## config.mk

```make
export PLATFORM = sky130hd
export DESIGN_NAME = adder_seq_ctrl
export DESIGN_NICKNAME = d
export VERILOG_FILES = /design/src/rtl/adder_seq_ctrl.sv
export SDC_FILE = /design/constraint.sdc
export NUM_CORES = 1
export LEC_CHECK = 0
export ABC_AREA = 0
export CAP_MARGIN = 20
export CORE_MARGIN = 2
export CORE_UTILIZATION = 35
export DETAILED_ROUTE_END_ITERATION = 6
export DONT_BUFFER_PORTS = 1
export PLACE_DENSITY = 0.47
export SLEW_MARGIN = 20
export SYNTH_ARGS = -nofsm -noshare
export SYNTH_HDL_FRONTEND = slang
export SYNTH_SLANG_ARGS = --single-unit
```

## constraint.sdc

```tcl
create_clock -name clk -period 2.94 [get_ports clk]
set_input_delay 0.441 -clock clk [delete_from_list [all_inputs] [get_ports clk]]
set_output_delay 0.441 -clock clk [all_outputs]
set_load 0.02 [all_outputs]
```

## src/rtl/adder_seq_ctrl.sv

```systemverilog
// ============================================================================
// Module   : adder_seq_ctrl
// Brief    : Byte-serial NBYTES-wide add/subtract sequencer driving one shared
//            external 8-bit combinational adder, LSB byte first.
// Revision : 1.0 - initial release
// ============================================================================
`default_nettype none

module adder_seq_ctrl #(
    parameter int NBYTES = 4
) (
    input  logic                  clk,
    input  logic                  rst,
    input  logic                  start,
    input  logic                  sub,
    input  logic [8*NBYTES-1:0]   op_a,
    input  logic [8*NBYTES-1:0]   op_b,
    output logic                  busy,
    output logic                  done,
    output logic [8*NBYTES-1:0]   result,
    output logic                  carry_out,
    output logic                  overflow,
    output logic [7:0]            add_a,
    output logic [7:0]            add_b,
    output logic                  add_cin,
    input  logic [7:0]            add_sum,
    input  logic                  add_cout
);

    localparam int c_w    = 8 * NBYTES;
    localparam int c_idxw = (NBYTES > 1) ? $clog2(NBYTES) : 1;
    localparam logic [c_idxw-1:0] c_idx_last = c_idxw'(NBYTES - 1);

    localparam logic [1:0] c_s_idle = 2'd0;
    localparam logic [1:0] c_s_run  = 2'd1;
    localparam logic [1:0] c_s_fin  = 2'd2;

    logic [1:0]        r_state;
    logic [1:0]        w_state_nxt;
    logic [c_idxw-1:0] r_idx;
    logic              r_carry;
    logic [c_w-1:0]    r_a_sh;
    logic [c_w-1:0]    r_b_sh;
    logic              r_sub_sh;
    logic [c_w-1:0]    r_acc;
    logic [c_w-1:0]    r_result;
    logic              r_carry_out;
    logic              r_overflow;
    logic [c_w-1:0]    w_final;
    logic              w_last;

    assign w_last    = (r_idx == c_idx_last);
    assign result    = r_result;
    assign carry_out = r_carry_out;
    assign overflow  = r_overflow;

    always_ff @(posedge clk) begin
        if (rst) begin
            r_state <= c_s_idle;
        end else begin
            r_state <= w_state_nxt;
        end
    end

    always_comb begin
        w_state_nxt = r_state;
        case (r_state)
            c_s_idle: if (start) w_state_nxt = c_s_run;
            c_s_run:  if (w_last) w_state_nxt = c_s_fin;
            c_s_fin:  w_state_nxt = c_s_idle;
            default:  w_state_nxt = c_s_idle;
        endcase
    end

    always_comb begin
        busy    = 1'b0;
        done    = 1'b0;
        add_a   = 8'h00;
        add_b   = 8'h00;
        add_cin = 1'b0;
        case (r_state)
            c_s_run: begin
                busy    = 1'b1;
                add_a   = r_a_sh[8*r_idx +: 8];
                add_b   = r_b_sh[8*r_idx +: 8] ^ {8{r_sub_sh}};
                add_cin = r_carry;
            end
            c_s_fin: begin
                busy = 1'b1;
                done = 1'b1;
            end
            default: ;
        endcase
    end

    // Accumulator with the byte currently on the adder merged in, so the
    // final edge can publish the whole word at once.
    always_comb begin
        w_final = r_acc;
        w_final[8*r_idx +: 8] = add_sum;
    end

    always_ff @(posedge clk) begin
        if (rst) begin
            r_idx       <= '0;
            r_carry     <= 1'b0;
            r_a_sh      <= '0;
            r_b_sh      <= '0;
            r_sub_sh    <= 1'b0;
            r_acc       <= '0;
            r_result    <= '0;
            r_carry_out <= 1'b0;
            r_overflow  <= 1'b0;
        end else begin
            case (r_state)
                c_s_idle: begin
                    if (start) begin
                        r_a_sh   <= op_a;
                        r_b_sh   <= op_b;
                        r_sub_sh <= sub;
                        r_idx    <= '0;
                        r_carry  <= sub;
                    end
                end
                c_s_run: begin
                    r_acc[8*r_idx +: 8] <= add_sum;
                    r_carry             <= add_cout;
                    if (w_last) begin
                        r_idx       <= '0;
                        r_result    <= w_final;
                        r_carry_out <= add_cout;
                        r_overflow  <= (add_a[7] == add_b[7]) && (add_sum[7] != add_a[7]);
                    end else begin
                        r_idx <= r_idx + c_idxw'(1);
                    end
                end
                default: ;
            endcase
        end
    end

endmodule

`default_nettype wire

```

---- After elaboration in Yosys (flattened, before gate mapping) ----
Cells that the tools add are included.
word-level totals
  flip-flop bits (word level) ............. 136
  bits of input ports ..................... 77
  output and inout port bits .............. 53
  logic and storage cells ................. 46
operators by class
  add/subtract/negate cells ............... 2
  eq/ne operators ......................... 7
  shift-type cells ........................ 4
  mux-type cells .......................... 14
  bitwise logic cells ..................... 1
  reduce and logical (&&, ||, !) cells .... 8
operators with widths
  cell                                                   count
  indexed part select 32 x 6 -> 8 bit                    2
  negation 5 -> 34 bit                                   1
  variable shift 8 x 34 -> 32 bit, first input constant  1
  indexed part select 8 x 34 -> 32 bit                   1
  bitwise mux 32 bit                                     1
  2-to-1 mux 8 bit                                       2
  2-to-1 mux 2 bit                                       4
  case mux 2 bit (2 select lines)                        2
  AND reduction 2 bit                                    4
  XOR 8 bit                                              1
  equality test 2 bit, second input constant             2
  2-to-1 mux 1 bit                                       4
  inequality test 2 bit, second input constant           2
  adder 2 x 1 -> 2 bit, second input constant            1
  equality test 2 x 1 -> 1 bit, second input constant    1
  logical NOT 2 bit                                      1
  case mux 1 bit (2 select lines)                        1
  nonzero test 2 bit                                     1
  OR reduction 2 bit                                     1
  equality test 1 bit                                    1
  logical AND 1 bit                                      1
  inequality test 1 bit                                  1

---- Depth between registers and ports, before layout ----
  depth in word-level cells ............... 5
  gate-level depth with buffers ........... 8

---- Worst setup path before layout ----
Ideal clock, no wire load.
  kind .................................... register -> register
  start point ............................. register r_idx[0]
  end point ............................... register r_result[31] (netlist: result[31])
  arrival time ............................ 2.434 ns
  required time ........................... 2.862 ns
  path slack .............................. 0.428 ns
  stages on the path, launching flop included .. 9
  path buffers ............................ 2
  path through ............................ dfxtp_1 buf_2 buf_4 inv_1 ha_1 or3b_2 nor3_4 a221oi_1 nor3_1
on the way
  longest elaborated chain between the ends .. 3
  elaborated cells on any way between the ends .. 6
  classes of those cells .................. 1 x add/sub; 1 x eq/ne; 2 x shift; 1 x mux; 1 x reduce/logical
ends and longest elaborated chain
  element                                                                                         RTL line  source
  start, declared                                                                                 40        logic [c_idxw-1:0] r_idx;
  start signal, assigned                                                                          134       r_idx <= r_idx + c_idxw'(1);
  negation 5 -> 34 bit                                                                            100       w_final[8*r_idx +: 8] = add_sum;
  indexed part select 8 x 34 -> 32 bit / variable shift 8 x 34 -> 32 bit (equally long branches)  100
  bitwise mux 32 bit                                                                              100
  end signal, assigned                                                                            130       r_result <= w_final;
  end, declared                                                                                   46        logic [c_w-1:0] r_result;
Several ways; a longest one is shown, not always the timed one.
A chain may end at the register's enable or synchronous reset.

---- Final worst setup path ----
  start point ............................. register r_idx[0]
  end point ............................... output port add_b[6]
on the way
  longest elaborated chain between the ends .. 3
ends and longest elaborated chain
  element                              RTL line  source
  indexed part select 32 x 6 -> 8 bit  85        add_b = r_b_sh[8*r_idx +: 8] ^ {8{r_sub_sh}};
  XOR 8 bit                            85
  2-to-1 mux 8 bit                     81        case (r_state)
  end, declared                        24        output logic [7:0] add_b,
No other way between the ends.

==> flow_summary.ini <==
[routing]
detailedRoute.firstPassIterationCount = 6
detailedRoute.firstIterationViolations = 240
drc_violation_count_after_routing = 0
route.antenna.remaining_nets = 0
met2_wire_len_um = 7210
viasPerCell = 5.20
met1Wirelength_um = 6490
met3_length_um = 982
top_layer = met4
wl_per_cell_um = 17.2
num_vias = 4498
postRouteWirelength_um = 14900

[cells_and_area]
fillers = 1608
diodes = 0
ff_latch_area_mm2 = 0.00272
final_nets = 722
area_growth_syn_to_layout_pct = 14.3
layout.cells.non_filler = 865
multiInputGateArea_mm2 = 0.00268
final_layout_size_suffix_gt1_share_pct = 11.1

[placed_design]
globalplace.congestion = 0.757
dpl.hpwl_um = 9980
pre_cts_ws_ns = 0.538
buffer_ports.inserted = 0
number_of_cells_in_the_design_after_placement = 833

[hold_path]
hold-path-endpoint = r_b_sh[24]
hold_path.class = primary input to flip-flop
hold_path.startpoint = rst
min_delay_path_depth = 1

[critical_path]
worstPathCellList = buf_4 > mux4_2 > xnor2_1 > nor2_1 > buf_4
ff2ff_setup_slack_ns = 0.54
critical_path_arrival_ns = 2.16
critical_path.startpoint_type = flip-flop
path_common_cell = buf_4
worst_path_dominant_cell_family = flip-flops
end_kind = primary output
worstRegToRegCells = 6
critical_path.max_stage_delay_ns = 0.57
reg2reg_from = r_idx[0]
required_ns = 2.50
worst-path-buf-inv = 2
r2r_end = result[26]
critical_path.slowest_cell = dfxtp_2
worstSetupPathType = flip-flop to primary output
timing.critical_path.fanout_max = 16

[floorplanning]
placement_rows = 46
dieWidth_um = 131
placeableCoreArea_mm2 = 0.0158
die-area_mm2 = 0.0171
floorplan.initialDensity_pct = 35.6
design.portCount = 130
die_height_um = 131

[global_route]
grt_pass1_wl_um = 23300
number_of_antenna_violations_at_the_first_check_in_global_routing = 0
grt_pass1_vias = 4312
grt-ovfl-total = 0
maximum_number_of_pins_on_one_net_before_global_route_repair = 137
gr-usage-all-layers_pct = 17.9

[timing]
report.final.setup_viol = 0
maximum_clock_frequency_mhz = 385
setup_tns_ns = 0
fin_crit_ns = 2.60
slew_violations = 0
clock-skew-final_ns = 0.00731
final-hold-violation-count = 0
grt_setup_unrepaired = false
timing_worst_slew_pin_value_ns = 0.756
layout_worst_path_cycle_share_pct = 88.4
worst_hold_slack_ns = 0.0819
finalWorstSetupSlack_ns = 0.341
worst_slew_margin_rel_pct = 49.5

[power_and_ir_drop]
p_per_area_mw_per_mm2 = 678
vdd.ir_drop.worst_v = 0.000389
leakage_nw = 2.29

[run]
max_cap_viol_count = 0

[yosys]
mappedNetlistNets = 735
yosys_register_bits = 136
seq_area_frac_synth_pct = 48.3
number_of_standard_cells_after_synthesis = 649
syn_area_per_cell_um2 = 8.68
synthesis.area_mm2 = 0.00563
netlist-cell-type-count = 31
synth_warnings = 0

[clocking]
post_cts_buffers = 0
clock-sinks = 136
clock_tree.buffer_depth = 2
cts_made_buffers = 17
cts_repair_resize_count = 0
cts.reportedPaths.clkPinSlew_ns = 0.06
clockRootBuffer = clkbuf_16
cts_hold_buffers_added = 0
cts.htree.levels = 4
clock_latency_reported_for_the_late_side_of_the_worst_skew_pair_ns = 0.42
clock_tree_from_tritoncts = yes

[status]
outcome = finished clean
[worst max path at each step]
stage                         from          to  slack, ns  depth (start not counted)
after floorplan           r_idx[0]  result[31]       0.43                          8
after global placement    r_idx[0]  result[25]       0.63                          6
after detailed placement  r_idx[0]  result[31]       0.54                          6
after CTS                 r_idx[0]    add_b[6]       0.30                          5
after global routing      r_idx[0]    add_b[7]       0.19                          4
final                     r_idx[0]    add_b[6]       0.34                          5
[worst register-to-register path, stage by stage (launching register included)]
cell and delay (ns):
dfxtp_2 0.57, inv_1 0.15, ha_1 0.40, or3b_2 0.57
nor3_4 0.30, a221oi_1 0.13, nor3_1 0.22
[area by class of cell]
| type | count | share of cell area (%) |
|---|---|---|
| clock inverter | 11 | 1.52 |
| clock buffer | 21 | 7.46 |
| tap | 216 | 4.20 |
| inverter | 10 | 0.583 |
| multi-input combinational | 453 | 41.6 |
| sequential | 136 | 42.3 |
| timing repair buffer | 18 | 2.29 |
[cell usage after synthesis]
| cell type | instances | area share, % |
|---|---|---|
| a211oi_1 | 7 | 0.93 |
| a21oi_1 | 70 | 6.2 |
| a221oi_1 | 30 | 4.7 |
| a22oi_1 | 31 | 4.1 |
| a31oi_1 | 1 | 0.11 |
| a32oi_1 | 1 | 0.16 |
| and2_1 | 11 | 1.2 |
| buf_1 | 8 | 0.53 |
| buf_2 | 4 | 0.36 |
| buf_4 | 1 | 0.13 |
| clkbuf_1 | 37 | 2.5 |
| clkinv_1 | 3 | 0.20 |
| dfxtp_1 | 136 | 48 |
| ha_1 | 9 | 2.0 |
| inv_1 | 7 | 0.47 |
| mux4_1 | 2 | 0.93 |
| mux4_2 | 14 | 5.6 |
| nand2_1 | 140 | 9.3 |
| nand2b_1 | 4 | 0.44 |
| nand3b_1 | 3 | 0.40 |
| nand4bb_1 | 1 | 0.20 |
| nor2_1 | 80 | 5.3 |
| nor3_1 | 31 | 2.8 |
| nor3_4 | 2 | 0.58 |
| nor4b_2 | 2 | 0.53 |
| o21ai_0 | 2 | 0.18 |
| o21bai_1 | 1 | 0.13 |
| o22ai_1 | 1 | 0.11 |
| or3b_1 | 1 | 0.16 |
| or3b_2 | 1 | 0.16 |
| xnor2_1 | 8 | 1.2 |
[layer usage]
layer | GRT usage [%] | up-vias
met5 | 0 | -
met2 | 28.3 | 109
li1 | - | 2225
met4 | 6.82 | 0
met3 | 6.03 | 18
met1 | 22.8 | 2146
[metrics by stage]
| stage | power [mW] | util (%) | area (um^2) |
|---|---|---|---|
| floorplan | 2.29 | - | 5630 |
| global placement | 2.35 | 37.0 | 5860 |
| detailed placement | 2.36 | 37.0 | 5860 |
| CTS | 4.41 | 40.7 | 6440 |
| global route | 4.56 | 40.7 | 6440 |
| finish | 4.36 | 40.7 | 6440 |
[state kept, by name, indices dropped and copies added (netlist names)]
signal	flops
result	32
r_b_sh	32
r_carry	1
r_a_sh	32
r_sub_sh	1
carry_out	1
r_idx	2
r_state	2
overflow	1
r_acc	32
[cell usage in the layout (no fill, tap or decap), types with 3 or more instances in the layout]
cell and n:
clkbuf_8 4, nor3_1 31, clkbuf_16 17, a211oi_1 7, a22oi_1 31, nand3b_1 3, nand2_1 139, nor2_1 80
and2_1 10, mux4_2 14, clkinv_1 3, dfxtp_1 135, ha_1 9, a221oi_1 30, a21oi_1 70, clkinv_2 3
inv_1 7, xnor2_1 8, nand2b_1 4, clkinvlp_4 7, buf_4 17
[logic make-up (layout without fill, tap and decap cells)]
group	after synthesis	count (layout)	synth area share, %
simple gates	276	276	21.1
compound gates	144	144	16.6
flops	136	136	48.3
buf+inv	60	60	4.15
mux	16	16	6.53
fa+ha+maj	9	9	2.00
xor+xnor	8	8	1.24
[report_power, final]
part           total [mW]  internal (mW)  switching, mW
Clock                2.05           1.25          0.808
Combinational       0.344          0.137          0.207
Sequential           1.97           1.92         0.0461
Power figures use the tool's default switching activity.
